==> src/rtl/vram_wr_source.sv <==
// VRAM write-stream source: forwards the sampler's writes or fills the frame buffer with a
// generated test pattern. A new mode takes effect only at a frame start.
module vram_wr_source #(
    parameter int PIX_BITS  = 2,
    parameter int XBITS     = 8,
    parameter int YBITS     = 8,
    parameter int XRES      = 160,
    parameter int YRES      = 144,
    parameter int CHK_SHIFT = 3
) (
    input  logic                   clk,
    input  logic                   rst,
    input  logic [2:0]             mode,
    input  logic                   vsync,
    input  logic                   smp_we,
    input  logic [XBITS+YBITS-1:0] smp_addr,
    input  logic [PIX_BITS-1:0]    smp_data,
    output logic                   wr_we,
    output logic [XBITS+YBITS-1:0] wr_addr,
    output logic [PIX_BITS-1:0]    wr_data,
    output logic [2:0]             cur_mode,
    output logic [7:0]             frame_cnt,
    output logic                   busy,
    output logic                   overrun,
    output logic [1:0]             dbg_state
);

    // Write port semantics: wr_we is a one-cycle write strobe with no back-pressure;
    // wr_addr/wr_data are valid in the same cycle wr_we is high.
    typedef enum logic [1:0] {
        IDLE = 2'd0,
        FILL = 2'd1,
        DONE = 2'd2
    } state_t;

    localparam logic [XBITS-1:0] X_LAST = XBITS'(XRES - 1);
    localparam logic [YBITS-1:0] Y_LAST = YBITS'(YRES - 1);
    localparam int S = CHK_SHIFT;

    state_t               state, state_nxt;
    logic                 vs_q;
    logic                 fs;
    logic [XBITS-1:0]     x, x_nxt;
    logic [YBITS-1:0]     y, y_nxt;
    logic [XBITS-1:0]     x_scroll;
    logic [PIX_BITS-1:0]  pat;

    assign fs        = vsync & ~vs_q;
    assign busy      = (state == FILL);
    assign dbg_state = state;

    always_ff @(posedge clk) begin
        if (rst) begin
            state <= IDLE;
            x     <= '0;
            y     <= '0;
        end else begin
            state <= state_nxt;
            x     <= x_nxt;
            y     <= y_nxt;
        end
    end

    // A frame start restarts the scan at (0,0); the next state depends on the incoming mode.
    always_comb begin
        state_nxt = state;
        x_nxt     = x;
        y_nxt     = y;
        case (state)
            IDLE, DONE: begin
                if (fs) begin
                    state_nxt = (mode != 3'd0) ? FILL : IDLE;
                    x_nxt     = '0;
                    y_nxt     = '0;
                end
            end
            FILL: begin
                if (fs) begin
                    state_nxt = (mode != 3'd0) ? FILL : IDLE;
                    x_nxt     = '0;
                    y_nxt     = '0;
                end else if (x == X_LAST) begin
                    x_nxt = '0;
                    if (y == Y_LAST) begin
                        state_nxt = DONE;
                        y_nxt     = '0;
                    end else begin
                        y_nxt = y + 1'b1;
                    end
                end else begin
                    x_nxt = x + 1'b1;
                end
            end
            default: begin
                state_nxt = IDLE;
                x_nxt     = '0;
                y_nxt     = '0;
            end
        endcase
    end

    always_comb begin
        x_scroll = x + XBITS'(frame_cnt);
        pat      = '0;
        case (cur_mode)
            3'd1:    pat = '1;
            3'd3:    pat = x[S+PIX_BITS-1:S] ^ y[S+PIX_BITS-1:S];
            3'd4:    pat = x[S+PIX_BITS-1:S];
            3'd5:    pat = x_scroll[S+PIX_BITS-1:S] ^ y[S+PIX_BITS-1:S];
            3'd6:    pat = y[YBITS-1 -: PIX_BITS];
            default: pat = '0;
        endcase
    end

    // Output register uses the mode in effect this cycle, so the fs cycle still shows the old mode.
    always_ff @(posedge clk) begin
        if (rst) begin
            vs_q      <= 1'b0;
            cur_mode  <= 3'd0;
            frame_cnt <= 8'd0;
            overrun   <= 1'b0;
            wr_we     <= 1'b0;
            wr_addr   <= '0;
            wr_data   <= '0;
        end else begin
            vs_q <= vsync;
            if (fs) begin
                cur_mode  <= mode;
                frame_cnt <= frame_cnt + 8'd1;
                if (state == FILL)
                    overrun <= 1'b1;
            end
            if (cur_mode == 3'd0) begin
                wr_we   <= smp_we;
                wr_addr <= smp_addr;
                wr_data <= smp_data;
            end else if (state == FILL) begin
                wr_we   <= 1'b1;
                wr_addr <= {y, x};
                wr_data <= pat;
            end else begin
                wr_we <= 1'b0;
            end
        end
    end

endmodule

==> config.mk <==
export PLATFORM = sky130hd
export DESIGN_NAME = vram_wr_source
export DESIGN_NICKNAME = d
export VERILOG_FILES = /design/src/rtl/vram_wr_source.sv
export SDC_FILE = /design/constraint.sdc
export NUM_CORES = 1
export LEC_CHECK = 0
export ABC_AREA = 1
export BUFFER_PORTS_ARGS = -buffer_cell sky130_fd_sc_hd__buf_2
export CORE_MARGIN = 1.5
export CORE_UTILIZATION = 50
export CTS_BUF_LIST = sky130_fd_sc_hd__clkbuf_8
export DETAILED_ROUTE_END_ITERATION = 6
export GPL_TIMING_DRIVEN = 0
export HOLD_SLACK_MARGIN = 0.02
export PLACE_DENSITY = 0.78
export SYNTH_ARGS = -nofsm -noshare
export SYNTH_HDL_FRONTEND = slang
export SYNTH_SLANG_ARGS = --single-unit
==> constraint.sdc <==
create_clock -name clk -period 1.6 [get_ports clk]
set_clock_uncertainty 0.05 [all_clocks]
set_input_delay 0 -clock clk [delete_from_list [all_inputs] [get_ports clk]]
set_output_delay 0 -clock clk [all_outputs]
set_load 0.02 [all_outputs]
# Word-level counts from Yosys, hierarchy flattened
# Cells that the tools add are included.
[classes] add_sub_neg=4 eq_ne=12 muxes=21 n_bitwise=4 n_reduce_logical=8
[op_table] op="$mux 8" count=6
[op_table] op="$mux 16" count=2
[op_table] op="$pmux 8 s2" count=2
[op_table] op="$add 8x1->8 const B" count=3
[op_table] op="$eq 8x8->1 const B" count=2
[op_table] op="$mux 2" count=6
[op_table] op="$pmux 2 s5" count=1
[op_table] op="$eq 3x3->1 const B" count=3
[op_table] op="$ne 3x1->1 const B" count=2
[op_table] op="$add 5x5->5" count=1
[op_table] op="$pmux 2 s2" count=1
[op_table] op="$reduce_and 2->1" count=2
[op_table] op="$xor 2x2->2" count=2
[op_table] op="$eq 3x1->1 const B" count=1
[op_table] op="$eq 3x2->1 const B" count=1
[op_table] op="$logic_not 3->1" count=1
[op_table] op="$mux 1" count=3
[op_table] op="$reduce_and 3->1" count=1
[op_table] op="$reduce_bool 3->1" count=1
[op_table] op="$eq 2x1->1 const B" count=1
[op_table] op="$eq 2x2->1 const B" count=1
[op_table] op="$logic_not 2->1" count=1
[op_table] op="$ne 2x2->1 const B" count=1
[op_table] op="$reduce_bool 2->1" count=1
[op_table] op="other kinds (3)" count=3
[word_totals] regBits=50 input_bits=25 output_inout_bits=34 wordCells=59

# Logic depth before layout (Yosys ltp)
[logic_depth] word_depth=5 mapped_depth=13 mapped_depth_nobuf=13

# Least setup slack after synthesis
# No wires, ideal clock.
[synth_timing] path_kind="flip-flop to flip-flop" start="reg frame_cnt[3]" end="reg wr_data[1]" setup_ns=0.132 arrival_ns=1.434 required_ns=1.418 path_slack_ns=-0.017 path_stages_with_launch=12 path_buffers=0 period_less_slack_ns=1.617 cell_sequence="dfxtp_1 ha_1 a21oi_1 nand2_1 nand2_1 nand3_1 nand2_1 nand2_1 nand3_1 nand2_1 nand2_1 a21oi_1"
[synth_via] elab_chain_len=5
[synth_rtl] element="from (decl)" line_no="22" text="output logic [7:0] frame_cnt,"
[synth_rtl] element="from (signal assigned)" line_no="129" text="frame_cnt <= frame_cnt + 8'd1;"
[synth_rtl] element="$add 5x5->5" line_no="103" text="x_scroll = x + XBITS'(frame_cnt);"
[synth_rtl] element="$xor 2x2->2" line_no="109" text="3'd5: pat = x_scroll[S+PIX_BITS-1:S] ^ y[S+PIX_BITS-1:S];"
[synth_rtl] element="$pmux 2 s5" line_no="105" text="case (cur_mode)"
[synth_rtl] element="$mux 2" line_no="137" text="end else if (state == FILL) begin"
[synth_rtl] element="$mux 2" line_no="133" text="if (cur_mode == 3'd0) begin"
[synth_rtl] element="to (signal assigned)" line_no="136" text="wr_data <= smp_data;"
[synth_rtl] element="to (signal assigned)" line_no="140" text="wr_data <= pat;"
[synth_rtl] element="to (decl)" line_no="20" text="output logic [PIX_BITS-1:0] wr_data,"
# Every way passes these cells. The select of a mux whose other input is x is not followed.
# A chain may end at the register's enable or synchronous reset.

# Worst setup path in the final report
[layout_timing] start="reg x[1]" end="reg wr_data[0]"
[layout_via] elab_chain_len=5
[layout_rtl] element="from (decl)" line_no="43" text="logic [XBITS-1:0] x, x_nxt;"
[layout_rtl] element="from (signal assigned)" line_no="59" text="x <= x_nxt;"
[layout_rtl] element="$add 5x5->5" line_no="103"
[layout_rtl] element="$xor 2x2->2" line_no="109"
[layout_rtl] element="$pmux 2 s5" line_no="105"
[layout_rtl] element="$mux 2" line_no="137"
[layout_rtl] element="$mux 2" line_no="133"
# Every way passes these cells. The select of a mux whose other input is x is not followed.

==> metrics.txt <==
RSZ-0062 raised after global routing=yes; post-synthesis instance total=between 300 and 400; Power Dens Cells=762 nW/um^2; Remaining DRCs=0; starting DRC count in detailed routing=415; outcome=complete, but fails checks; DR vias=2949; Critical Path RT=1.74 ns; area of the multi-input gates=1460 sq um; WHS=0.0422 ns; Die Y=75.4 um; hpwl dp=4840 um; number of max-cap violations=0; Post-Place Setup Slack=-0.178 ns; Mapped Avg Cell Area=7.14 sq um; grt total ovfl=0; CTS Buffer Depth=2; Max stage delay on crit path=0.38 ns; yosys warns=0; worst-path cell chain=ha_4, nand3_2, nand2_2, nand2_1, nand2_1, nand4_1, nand2_1, nand2_2, nand3_2, nand2_2, nand2_1, a21oi_1; Worst-path clk slew=0.10 ns; Initial Util=51.7%; prevailing post-synth register cell=dfxtp_1; Seq/Total Area, Yosys=38.2%; critical path endpoint category=flop; Worst Max-Slew Pin Slew=0.556 ns; Finished Cell Area=3700 sq um; DIE AREA=5690 sq um; critical path's slowest cell=dfxtp_4; violated checks=setup timing; Vias per Instance=5.42; Final Non-Filler Cells=about 540; CTS tree=done; post-synthesis cell type with the largest combined area=dfxtp_1; largest net degree at the start of global routing=15; mapped cell area=between 2000 and 3000 sq um; async set or reset register ratio after synthesis=0%; fin crit period=1.76 ns; WL per Instance=14.4 um; core region area=5070 sq um; Yosys reg bits=50; row count=26; Antenna diodes=0; Inst Count DP=495; cell family with most CP delay=simple AND/OR/NAND/NOR gates; Setup violations, final=2; fin crit share=110%; Final #Nets=504; Routed Antenna Nets=0; cell area after placement=3000 sq um; fraction of layout cells with a size suffix above 1=35.7%; TritonRoute pass-1 iters=5; most instantiated library cell after synthesis=inv_1; final wirelength=~7800 um; I/O pin count=59; final setup margin=-0.156 ns; reg-to-reg startpoint=x[1]; fillers=about 400; Worst VDD drop=0.498 mV; Num CTS Buffers=5; Final GP Congestion=between 0.8 and 0.9; Hold Path Class=in2reg; worst-skew pair later-pin latency=0.32 ns; Hold Vio Cnt, Final=0; Area contributors post-synth=dfxtp_1, inv_1, nand2_1; Worst Path Buf+Inv=0; Leakage Power=1.72 nW; critical path arrival=1.90 ns; Global Route Usage Sum=25.7%; Max Freq=0.569 GHz; Post-synth EDFFs=0; number of global-route vias before repair=2422; post-synth top area share=38.2%; critical path startpoint=x[1]; Unique masters post-synth=41; Worst Hold Launch=smp_data[1]; Syn-to-layout area delta=41.1%; critical path class=reg2reg; I/O Buffers=58; Worst setup SP type=flop; final core utilization=72.9%; first-pass GRT wire length=11000 um; Root Buffer=clkbuf_8; sequential cell area=about 1000 sq um; most frequent CP cell=nand2_1; worst rel slew slack=62.9%; Num Clock Sinks=50; list of most frequent post-synthesis cells=inv_1, nand2_1, dfxtp_1, o21ai_0, nand3_1; H-tree depth=2; Die X=~75 um; max-slew violations=0; initial antenna violation count=0; Syn Nets=398; CP Max Fanout=3
[final cells by class]
cell class	instances	share of cell area, %
plain buffers	12	1.89
repair buffers	99	18.4
flip-flops and latches	50	27.8
inverters	72	7.51
clock buffers	6	2.23
multi-input cells	233	39.5
clock inverters	2	0.237
well taps	70	2.37
[path summary, 6_finish.rpt]
kind,to,slack (ns),cells past startpoint
min reg2reg,overrun,0.43,2
min,wr_data[1],0.04,4
max reg2reg,wr_data[0],-0.16,12
max,wr_data[0],-0.16,12
[worst reg2reg max path, delay by kind of cell, from the launching register on]
family | cells | cell delay [ns]
compound gates | 1 | 0.06
fa+ha+maj | 1 | 0.26
flops | 1 | 0.38
simple gates | 10 | 0.88
[timing repair]
item,4_1_cts,5_1_grt
endpoints found under the setup margin,16,26
resized for setup,15,53
endpoints found under the hold margin,22,0
buffers inserted,4,15
hold buffers,22,0
pin swaps,1,21
[metal layers]
layer | global-route usage (%) | vias up | wire length (um)
li1 | - | 1393 | -
met1 | 33.0 | 1353 | 3130
met2 | 44.1 | 173 | 3830
met3 | 3.70 | 30 | 600
met4 | 8.93 | 0 | 289
met5 | 0 | - | 0
[report_power, final]
group	switching, W	total [W]	leakage, nW	internal, W
Sequential	0.0000512	0.00136	0.415	0.00131
Combinational	0.000414	0.000679	1.25	0.000265
Clock	0.000437	0.000780	0.0524	0.000344
[logic make-up (layout without fill, tap and decap cells)]
group | count (synthesis) | count (layout) | synth area share (%)
AOI/OAI and AO/OA | 70 | 70 | 15.3
adders and majority gates | 6 | 6 | 2.86
and+or+nand+nor | 151 | 151 | 29.1
DFF | 50 | 50 | 38.2
buffers and inverters | 84 | 191 | 12.6
xor gates and xnor gates | 6 | 6 | 2.00
[flip-flops by register name, indices dropped and copies added, names as in the netlist]
name       flops
vs_q           1
wr_we          1
wr_addr       16
frame_cnt      8
wr_data        2
overrun        1
y              8
x              8
dbg_state      2
cur_mode       3
[placed cells by master (no fill, tap or decap), drive strengths merged]
master,synthesis,routed
buf,7,81
inv,70,72
nand2,62,62
dfxtp,50,50
nor2,38,38
o21ai,36,36
nand3,32,32
dlygate4sd3,0,21
a21oi,20,20
clkbuf,5,14
nor3,10,10
ha,6,6
xor2,5,5
a32o,4,4
o211ai,4,4
nand4,4,4
o221a,2,2
nor4,2,2
clkinv,2,2
nor3b,2,2
o31ai,1,1
xnor2,1,1
o21bai,1,1
a31oi,1,1
or2,1,1
o22ai,1,1
dlymetal6s4s,0,1
[through the flow]
step,total power [W],TNS (ns)
6_report,0.00282,-0.281
3_5_place_dp,0.00193,-0.930
4_1_cts,0.00273,-0.0201
2_1_floorplan,0.00175,0
3_3_place_gp,0.00192,-0.530
5_1_grt,0.00293,-0.805
Power figures use the tool's default switching activity.
